===== src/rtl/pixel_stream_generator.sv =====
// -----------------------------------------------------------------------------
// pixel_stream_generator
//
// Synthesisable RGB test-pattern source for bring-up of the video pipeline.
// Produces the DATA_VALID / RED / GREEN / BLUE stream consumed by the gamma,
// Bayer and colour-space IPs, line by line, with programmable inter-line
// (H_BLANK) and inter-frame (V_BLANK) idle gaps.
//
// Ports:
//   SYS_CLK_I      system clock, rising edge
//   RESET_I        asynchronous active-high reset
//   ENABLE_I       run request, sampled in IDLE and at frame end only
//   H_RES_I        active pixels per line
//   V_RES_I        active lines per frame
//   H_BLANK_I      idle cycles after each line (0 = back-to-back lines)
//   V_BLANK_I      idle cycles after the last line of a frame
//   PATTERN_SEL_I  0 colour bars, 1 ramp, 2 checker, 3 moving diagonal
//   DATA_VALID_O   pixel valid
//   RED_O/GREEN_O/BLUE_O  pixel components (hold while not valid)
//   EOL_O          last pixel of each line
//   EOF_O          last pixel of each frame
//
// Optional build macro PIXEL_STREAM_GENERATOR_SYNC_OUT_EN adds:
//   H_SYNC_O       1-cycle pulse the cycle after each EOL_O
//   V_SYNC_O       1-cycle pulse the cycle after each EOF_O
//   H_ACTIVE_O     equal to DATA_VALID_O
//   V_ACTIVE_O     high from first to last pixel of a frame, incl. line gaps
// -----------------------------------------------------------------------------
module pixel_stream_generator #(
   parameter int G_DATA_WIDTH = 8,
   parameter int G_HRES_WIDTH = 11,
   parameter int G_VRES_WIDTH = 11
) (
   input  logic                    SYS_CLK_I,
   input  logic                    RESET_I,
   input  logic                    ENABLE_I,
   input  logic [G_HRES_WIDTH-1:0] H_RES_I,
   input  logic [G_VRES_WIDTH-1:0] V_RES_I,
   input  logic [G_HRES_WIDTH-1:0] H_BLANK_I,
   input  logic [G_VRES_WIDTH-1:0] V_BLANK_I,
   input  logic [1:0]              PATTERN_SEL_I,
   output logic                    DATA_VALID_O,
   output logic [G_DATA_WIDTH-1:0] RED_O,
   output logic [G_DATA_WIDTH-1:0] GREEN_O,
   output logic [G_DATA_WIDTH-1:0] BLUE_O,
   output logic                    EOL_O,
   output logic                    EOF_O
`ifdef PIXEL_STREAM_GENERATOR_SYNC_OUT_EN
   ,
   output logic                    H_SYNC_O,
   output logic                    V_SYNC_O,
   output logic                    H_ACTIVE_O,
   output logic                    V_ACTIVE_O
`endif
);

   typedef enum logic [1:0] {
      S_IDLE   = 2'd0,
      S_ACTIVE = 2'd1,
      S_HBLANK = 2'd2,
      S_VBLANK = 2'd3
   } state_t;

   localparam logic [G_HRES_WIDTH-1:0] H_ZERO = {G_HRES_WIDTH{1'b0}};
   localparam logic [G_HRES_WIDTH-1:0] H_ONE  = {{(G_HRES_WIDTH-1){1'b0}}, 1'b1};
   localparam logic [G_VRES_WIDTH-1:0] V_ZERO = {G_VRES_WIDTH{1'b0}};
   localparam logic [G_VRES_WIDTH-1:0] V_ONE  = {{(G_VRES_WIDTH-1){1'b0}}, 1'b1};
   localparam logic [G_DATA_WIDTH-1:0] D_ZERO = {G_DATA_WIDTH{1'b0}};
   localparam logic [G_DATA_WIDTH-1:0] D_ONE  = {{(G_DATA_WIDTH-1){1'b0}}, 1'b1};
   localparam logic [G_DATA_WIDTH-1:0] D_MAX  = {G_DATA_WIDTH{1'b1}};

   // Horizontal count reduced modulo 2^G_DATA_WIDTH (zero-extended first so
   // any ratio of counter width to data width is legal).
   function automatic logic [G_DATA_WIDTH-1:0] h_mod(input logic [G_HRES_WIDTH-1:0] val);
      logic [G_HRES_WIDTH+G_DATA_WIDTH-1:0] ext;
      ext = {{G_DATA_WIDTH{1'b0}}, val};
      return ext[G_DATA_WIDTH-1:0];
   endfunction

   // Vertical count reduced modulo 2^G_DATA_WIDTH.
   function automatic logic [G_DATA_WIDTH-1:0] v_mod(input logic [G_VRES_WIDTH-1:0] val);
      logic [G_VRES_WIDTH+G_DATA_WIDTH-1:0] ext;
      ext = {{G_DATA_WIDTH{1'b0}}, val};
      return ext[G_DATA_WIDTH-1:0];
   endfunction

   // Bar colour for index 0..7 (white, yellow, cyan, green, magenta, red,
   // blue, black). Each component is simply an inverted bit of the index.
   function automatic logic [3*G_DATA_WIDTH-1:0] bar_rgb(input logic [2:0] idx);
      logic [G_DATA_WIDTH-1:0] r;
      logic [G_DATA_WIDTH-1:0] g;
      logic [G_DATA_WIDTH-1:0] b;
      r = idx[1] ? D_ZERO : D_MAX;
      g = idx[2] ? D_ZERO : D_MAX;
      b = idx[0] ? D_ZERO : D_MAX;
      return {r, g, b};
   endfunction

   state_t                  state_r;
   state_t                  state_s;
   logic [G_HRES_WIDTH-1:0] x_r, x_s;
   logic [G_VRES_WIDTH-1:0] y_r, y_s;
   logic [G_HRES_WIDTH-1:0] hcnt_r, hcnt_s;
   logic [G_VRES_WIDTH-1:0] vcnt_r, vcnt_s;
   logic [G_HRES_WIDTH-1:0] bar_cnt_r, bar_cnt_s;
   logic [2:0]              bar_idx_r, bar_idx_s;
   logic [G_DATA_WIDTH-1:0] frame_r;

   // Configuration captured at frame start
   logic [G_HRES_WIDTH-1:0] hres_r;
   logic [G_VRES_WIDTH-1:0] vres_r;
   logic [G_HRES_WIDTH-1:0] hblank_r;
   logic [G_VRES_WIDTH-1:0] vblank_r;
   logic [1:0]              pat_r;
   logic [G_HRES_WIDTH-1:0] bw_r;
   logic [G_HRES_WIDTH-1:0] bw_in_s;

   logic start_ok_s;
   logic last_px_s;
   logic last_ln_s;
   logic latch_s;
   logic frame_inc_s;
   logic frame_end_s;
   logic emit_s;

   logic [G_DATA_WIDTH-1:0] red_s;
   logic [G_DATA_WIDTH-1:0] green_s;
   logic [G_DATA_WIDTH-1:0] blue_s;

   assign start_ok_s = ENABLE_I && (H_RES_I != H_ZERO) && (V_RES_I != V_ZERO);
   assign last_px_s  = (x_r == hres_r - H_ONE);
   assign last_ln_s  = (y_r == vres_r - V_ONE);

   // Bar width from the requested line length; narrow lines use width 1.
   always_comb begin
      bw_in_s = H_RES_I >> 3;
      if (bw_in_s == H_ZERO) begin
         bw_in_s = H_ONE;
      end else begin
         bw_in_s = H_RES_I >> 3;
      end
   end

   // Next-state and counter logic for the raster FSM.
   always_comb begin
      state_s     = state_r;
      x_s         = x_r;
      y_s         = y_r;
      hcnt_s      = hcnt_r;
      vcnt_s      = vcnt_r;
      bar_cnt_s   = bar_cnt_r;
      bar_idx_s   = bar_idx_r;
      latch_s     = 1'b0;
      frame_inc_s = 1'b0;
      frame_end_s = 1'b0;
      emit_s      = 1'b0;

      case (state_r)
         S_IDLE: begin
            if (start_ok_s) begin
               latch_s = 1'b1;
               state_s = S_ACTIVE;
            end else begin
               state_s = S_IDLE;
            end
         end

         S_ACTIVE: begin
            emit_s = 1'b1;
            if (last_px_s) begin
               x_s       = H_ZERO;
               bar_cnt_s = H_ZERO;
               bar_idx_s = 3'd0;
               if (last_ln_s) begin
                  // The last line's trailing H_BLANK is absorbed by V_BLANK.
                  y_s = V_ZERO;
                  if (vblank_r == V_ZERO) begin
                     frame_end_s = 1'b1;
                  end else begin
                     state_s = S_VBLANK;
                     vcnt_s  = V_ZERO;
                  end
               end else begin
                  y_s = y_r + V_ONE;
                  if (hblank_r == H_ZERO) begin
                     state_s = S_ACTIVE;
                  end else begin
                     state_s = S_HBLANK;
                     hcnt_s  = H_ZERO;
                  end
               end
            end else begin
               x_s = x_r + H_ONE;
               // Bar index steps every bw_r pixels and sticks at black.
               if (bar_cnt_r == bw_r - H_ONE) begin
                  bar_cnt_s = H_ZERO;
                  if (bar_idx_r != 3'd7) begin
                     bar_idx_s = bar_idx_r + 3'd1;
                  end else begin
                     bar_idx_s = 3'd7;
                  end
               end else begin
                  bar_cnt_s = bar_cnt_r + H_ONE;
               end
            end
         end

         S_HBLANK: begin
            if (hcnt_r == hblank_r - H_ONE) begin
               state_s = S_ACTIVE;
            end else begin
               hcnt_s = hcnt_r + H_ONE;
            end
         end

         S_VBLANK: begin
            if (vcnt_r == vblank_r - V_ONE) begin
               frame_end_s = 1'b1;
            end else begin
               vcnt_s = vcnt_r + V_ONE;
            end
         end

         default: begin
            state_s = S_IDLE;
         end
      endcase

      // Frame boundary: either chain straight into the next frame with fresh
      // configuration, or park in IDLE.
      if (frame_end_s) begin
         if (start_ok_s) begin
            latch_s     = 1'b1;
            frame_inc_s = 1'b1;
            state_s     = S_ACTIVE;
         end else begin
            state_s = S_IDLE;
         end
      end else begin
         frame_inc_s = 1'b0;
      end
   end

   // FSM state and raster counters.
   always_ff @(posedge SYS_CLK_I or posedge RESET_I) begin
      if (RESET_I) begin
         state_r   <= S_IDLE;
         x_r       <= H_ZERO;
         y_r       <= V_ZERO;
         hcnt_r    <= H_ZERO;
         vcnt_r    <= V_ZERO;
         bar_cnt_r <= H_ZERO;
         bar_idx_r <= 3'd0;
      end else begin
         state_r   <= state_s;
         x_r       <= x_s;
         y_r       <= y_s;
         hcnt_r    <= hcnt_s;
         vcnt_r    <= vcnt_s;
         bar_cnt_r <= bar_cnt_s;
         bar_idx_r <= bar_idx_s;
      end
   end

   // Configuration capture at frame start and frame counter.
   always_ff @(posedge SYS_CLK_I or posedge RESET_I) begin
      if (RESET_I) begin
         hres_r   <= H_ZERO;
         vres_r   <= V_ZERO;
         hblank_r <= H_ZERO;
         vblank_r <= V_ZERO;
         pat_r    <= 2'd0;
         bw_r     <= H_ONE;
         frame_r  <= D_ZERO;
      end else begin
         if (latch_s) begin
            hres_r   <= H_RES_I;
            vres_r   <= V_RES_I;
            hblank_r <= H_BLANK_I;
            vblank_r <= V_BLANK_I;
            pat_r    <= PATTERN_SEL_I;
            bw_r     <= bw_in_s;
         end else begin
            hres_r   <= hres_r;
            vres_r   <= vres_r;
            hblank_r <= hblank_r;
            vblank_r <= vblank_r;
            pat_r    <= pat_r;
            bw_r     <= bw_r;
         end
         if (frame_inc_s) begin
            frame_r <= frame_r + D_ONE;
         end else begin
            frame_r <= frame_r;
         end
      end
   end

   // Pixel value for the current raster position.
   always_comb begin
      red_s   = D_ZERO;
      green_s = D_ZERO;
      blue_s  = D_ZERO;
      case (pat_r)
         2'd0: begin
            {red_s, green_s, blue_s} = bar_rgb(bar_idx_r);
         end
         2'd1: begin
            red_s   = h_mod(x_r);
            green_s = h_mod(x_r);
            blue_s  = h_mod(x_r);
         end
         2'd2: begin
            if (x_r[3] ^ y_r[3]) begin
               red_s   = D_MAX;
               green_s = D_MAX;
               blue_s  = D_MAX;
            end else begin
               red_s   = D_ZERO;
               green_s = D_ZERO;
               blue_s  = D_ZERO;
            end
         end
         2'd3: begin
            red_s   = h_mod(x_r) + v_mod(y_r) + frame_r;
            green_s = h_mod(x_r);
            blue_s  = v_mod(y_r);
         end
         default: begin
            red_s   = D_ZERO;
            green_s = D_ZERO;
            blue_s  = D_ZERO;
         end
      endcase
   end

   // Registered pixel outputs; colour holds between valid cycles.
   always_ff @(posedge SYS_CLK_I or posedge RESET_I) begin
      if (RESET_I) begin
         DATA_VALID_O <= 1'b0;
         RED_O        <= D_ZERO;
         GREEN_O      <= D_ZERO;
         BLUE_O       <= D_ZERO;
         EOL_O        <= 1'b0;
         EOF_O        <= 1'b0;
      end else begin
         if (emit_s) begin
            DATA_VALID_O <= 1'b1;
            RED_O        <= red_s;
            GREEN_O      <= green_s;
            BLUE_O       <= blue_s;
            EOL_O        <= last_px_s;
            EOF_O        <= last_px_s && last_ln_s;
         end else begin
            DATA_VALID_O <= 1'b0;
            RED_O        <= RED_O;
            GREEN_O      <= GREEN_O;
            BLUE_O       <= BLUE_O;
            EOL_O        <= 1'b0;
            EOF_O        <= 1'b0;
         end
      end
   end

`ifdef PIXEL_STREAM_GENERATOR_SYNC_OUT_EN
   // Sync and active-window flags derived from the pixel stream.
   always_ff @(posedge SYS_CLK_I or posedge RESET_I) begin
      if (RESET_I) begin
         H_SYNC_O   <= 1'b0;
         V_SYNC_O   <= 1'b0;
         H_ACTIVE_O <= 1'b0;
         V_ACTIVE_O <= 1'b0;
      end else begin
         H_SYNC_O   <= EOL_O;
         V_SYNC_O   <= EOF_O;
         H_ACTIVE_O <= emit_s;
         V_ACTIVE_O <= (state_r == S_ACTIVE) || (state_r == S_HBLANK);
      end
   end
`endif

endmodule


===== config.mk =====
export PLATFORM = sky130hd
export DESIGN_NAME = pixel_stream_generator
export DESIGN_NICKNAME = d
export VERILOG_FILES = /design/src/rtl/pixel_stream_generator.sv
export SDC_FILE = /design/constraint.sdc
export NUM_CORES = 1
export LEC_CHECK = 0
export CAP_MARGIN = 30
export CORE_MARGIN = 5
export CORE_UTILIZATION = 35
export CTS_CLUSTER_SIZE = 20
export DETAILED_ROUTE_END_ITERATION = 12
export GPL_ROUTABILITY_DRIVEN = 0
export PLACE_DENSITY = 0.64
export SYNTH_ARGS = -nofsm -noshare
export SYNTH_HDL_FRONTEND = slang
export SYNTH_SLANG_ARGS = --single-unit
export TNS_END_PERCENT = 100

===== constraint.sdc =====
create_clock -name SYS_CLK_I -period 5.92 [get_ports SYS_CLK_I]
set_input_delay 0.592 -clock SYS_CLK_I [delete_from_list [all_inputs] [get_ports SYS_CLK_I]]
set_output_delay 0.592 -clock SYS_CLK_I [all_outputs]
set_load 0.02 [all_outputs]

==> results.md <==
* DRC violations left at 0
* Final-layout fill cell count at roughly 2600
* WL per Instance at about 16 um
* Worst rel slew slack at between 30% and 40%
* Post-CTS setup buffers at 0
* DRT Pass-1 Iters at 5
* Slew Limit Fails at 0
* WS Path Type: reg -> reg
* Worst-path clk slew at 70 ps
* Most used DFF post-synth: dfrtp_1
* Post-synth top cells: dfrtp_1 (148), nor2_1 (83), nand2_1 (75)
* Initial antenna violation count at 0
* Hold endpoint: frame_r[7]$_DFFE_PP0P_
* # H-tree levels at 4
* Clock Skew at about 8.5 ps
* Fmax at about 270 MHz
* Horiz. Die Dim at 174 um
* Final worst-path cycle share at around 62%
* Min cycle time layout at 3670 ps
* Seq cells post-synth at ~150
* Hold_ws at 484 ps
* Clk Latency, worst-skew pair at 440 ps
* Buffers on Ports at 75
* CP required at between 6000 and 7000 ps
* Simple-gate share of the synthesized area at 19.8%
* Grt ovf at 0
* Sequential-to-total area share from yosys stat at between 30% and 40%
* TritonCTS buffer count at 17
* Critical path endpoint category: register
* Iteration-0 DRC count of the detailed router at roughly 480
* Top cell type's share of synthesized area at around two fifths
* Final setup margin at between 2000 and 2500 ps
* Mux contribution to synthesized area at a little under a tenth
* TNS Setup at 0 ps
* Row count at 60
* Setup violations, final at 0
* Largest family of logic cells by synthesized area: simple AND/OR/NAND/NOR gates
* HP Class: reg -> reg
* Largest net degree at the start of global routing at ~100
* DP Wirelength at about 16 mm
* Crit Path Max Fanout at 15
* Placed insts at 1340
* Post-synthesis net count at between 1000 and 1500
* CTS tree: yes
* Util after Layout at 41.3%
* Die area at ~0.030 mm2
* Post-route cell area at between 0.01 and 0.015 mm2
* N_diodes at 0
* Final hold violations at 0
* Count leader, synth: dfrtp_1
* Critical Path Start Type: register
* Placed Area at between 0.01 and 0.015 mm2
* FF-to-FF setup slack at between 2000 and 2500 ps
* DIE HEIGHT at 174 um
* CTS max path bufs at 2
* Vias in the first global route at approximately 7000
* Hold buffer count at cts at 0
* CTS resizes at 0
* Max-Cap Viols at 0
* Hold Path Depth at 1
* Run status: finished clean
* Pwr Total at between 5 and 6 mW
* Largest cells by area after synthesis: dfrtp_1 (39%), mux2_4 (7.8%), xor2_1 (4.4%)
* Vias at 7427
* Cell count after synthesis at 966
* Clock sink count at about 150
* Syn avg cell area at about 9.8 um2
* Post-synth EDFFs at 0
* Adder-cell share of the synthesized area at under 10%
* DP Worst Slack at about 1800 ps
* Area leader, netlist: dfrtp_1
* RR Startpoint: hres_r[2]$_DFFE_PP0P_
* Final Non-Filler Cells at around 1400
* Fraction of layout cells with a size suffix above 1 at between 10% and 20%
* Reg-to-Reg End: y_r[10]$_DFFE_PP0P_
* P per Cell Area at between 400 and 500 mW/mm2
* Hold path start: frame_r[7]$_DFFE_PP0P_
* RSZ-0062 raised after global routing: no
* Reg2Reg Depth at 9
* CORE AREA at 0.0268 mm2
* Warnings from Yosys at 0
* Leak at 4.71 nW
* Compound-Gate Fraction of Synth Area at between 10 and 15%
* Critical Path AT at 4000 ps
* Final WL at roughly 23 mm
* Fraction of synthesized cell area in xor and xnor cells at 8.80%
* Peak VDD IR at ~190 uV
* I/O Pins at between 70 and 80
* Initial Util at 35.3%
* Yosys cell types at 86
* Synth-to-Final Area Change at 17.0%
* Async SR Flop Fraction at 100%
* Cell Area, Synth at 0.00946 mm2
* Vias per inst at roughly 5.4
* Final net count at 1100
* Antenna-violating nets left at 0
* First-pass GRT wire length at roughly 38 mm
* Clk root buf: clkbuf_16
* Worst Tran Pin Value at between 900 and 1000 ps
* Total GRT Usage at between 10% and 20%
## final cells by class
type	count	area [um2]	share of cell area, %
multi-input cells	743	5400	48.8
flip-flops and latches	149	3730	33.7
repair buffers	82	836	7.55
well taps	341	427	3.86
clock buffers	17	425	3.84
clock inverters	14	144	1.30
inverters	27	106	0.961
## cells in the final DEF (no fill, tap or decap), drive strengths merged, types with 10 or more instances in the layout
cell type	count
nor3	28
nand3	37
clkbuf	17
nor2	83
ha	23
nand4	20
nor4	16
o21ai	57
mux2	55
xnor2	47
dfrtp	148
nand2b	12
a31oi	19
clkdlybuf4s50	75
and2	11
mux2i	10
inv	33
a21oi	30
or3	11
xor2	48
nand2	75
nor2b	10
and3	16
## report_power, final
group          leakage [nW]  switching, mW  internal [mW]  total (mW)
Clock                 0.272          0.483          0.589        1.07
Combinational          2.57           1.09           1.11        2.20
Sequential             1.87          0.519           1.35        1.87
## how the worst max path moves through the flow
| stage | start | end | cells after the start |
|---|---|---|---|
| after detailed placement | vblank_r[2]$_DFFE_PP0P_ | hblank_r[4]$_DFFE_PP0P_ | 9 |
| after global placement | vblank_r[2]$_DFFE_PP0P_ | hblank_r[3]$_DFFE_PP0P_ | 9 |
| after floorplan | RESET_I | BLUE_O[0]$_DFFE_PP0P_ | 1 |
| after global routing | hres_r[3]$_DFFE_PP0P_ | y_r[10]$_DFFE_PP0P_ | 9 |
| final | hres_r[2]$_DFFE_PP0P_ | y_r[10]$_DFFE_PP0P_ | 9 |
| after CTS | vblank_r[2]$_DFFE_PP0P_ | hblank_r[4]$_DFFE_PP0P_ | 9 |
## state kept, by name, indices dropped and copies added (netlist names), 11 cells and up
register	cells
y_r	11
vblank_r	11
vcnt_r	11
hblank_r	11
hcnt_r	11
hres_r	11
x_r	11
bar_cnt_r	11
vres_r	11
## per-layer routing
layer | part of all wire [%] | global-route usage, %
met5 | 0 | 0
met4 | 1.6 | 4.68
met3 | 4.6 | 2.91
met2 | 47 | 23.6
met1 | 47 | 21.0
## logic make-up after synthesis
logic type,Yosys count
multiplexers,65
AO/OA/AOI/OAI,193
XOR/XNOR,95
adder cells (fa/ha/maj),31
AND/OR/NAND/NOR,359
buffers and inverters,74
flip-flops,149
## worst max-delay path, cell delays in order (launching register included)
cell and delay (ps):
dfrtp_1 450, nor3_2 470, nand3_2 170, xnor2_1 160, a2111o_1 520, nor2_1 530
nand2_1 520, clkinv_1 340, nand2_1 140, o31ai_1 280
Note: power is estimated with default switching activity, not from simulation.
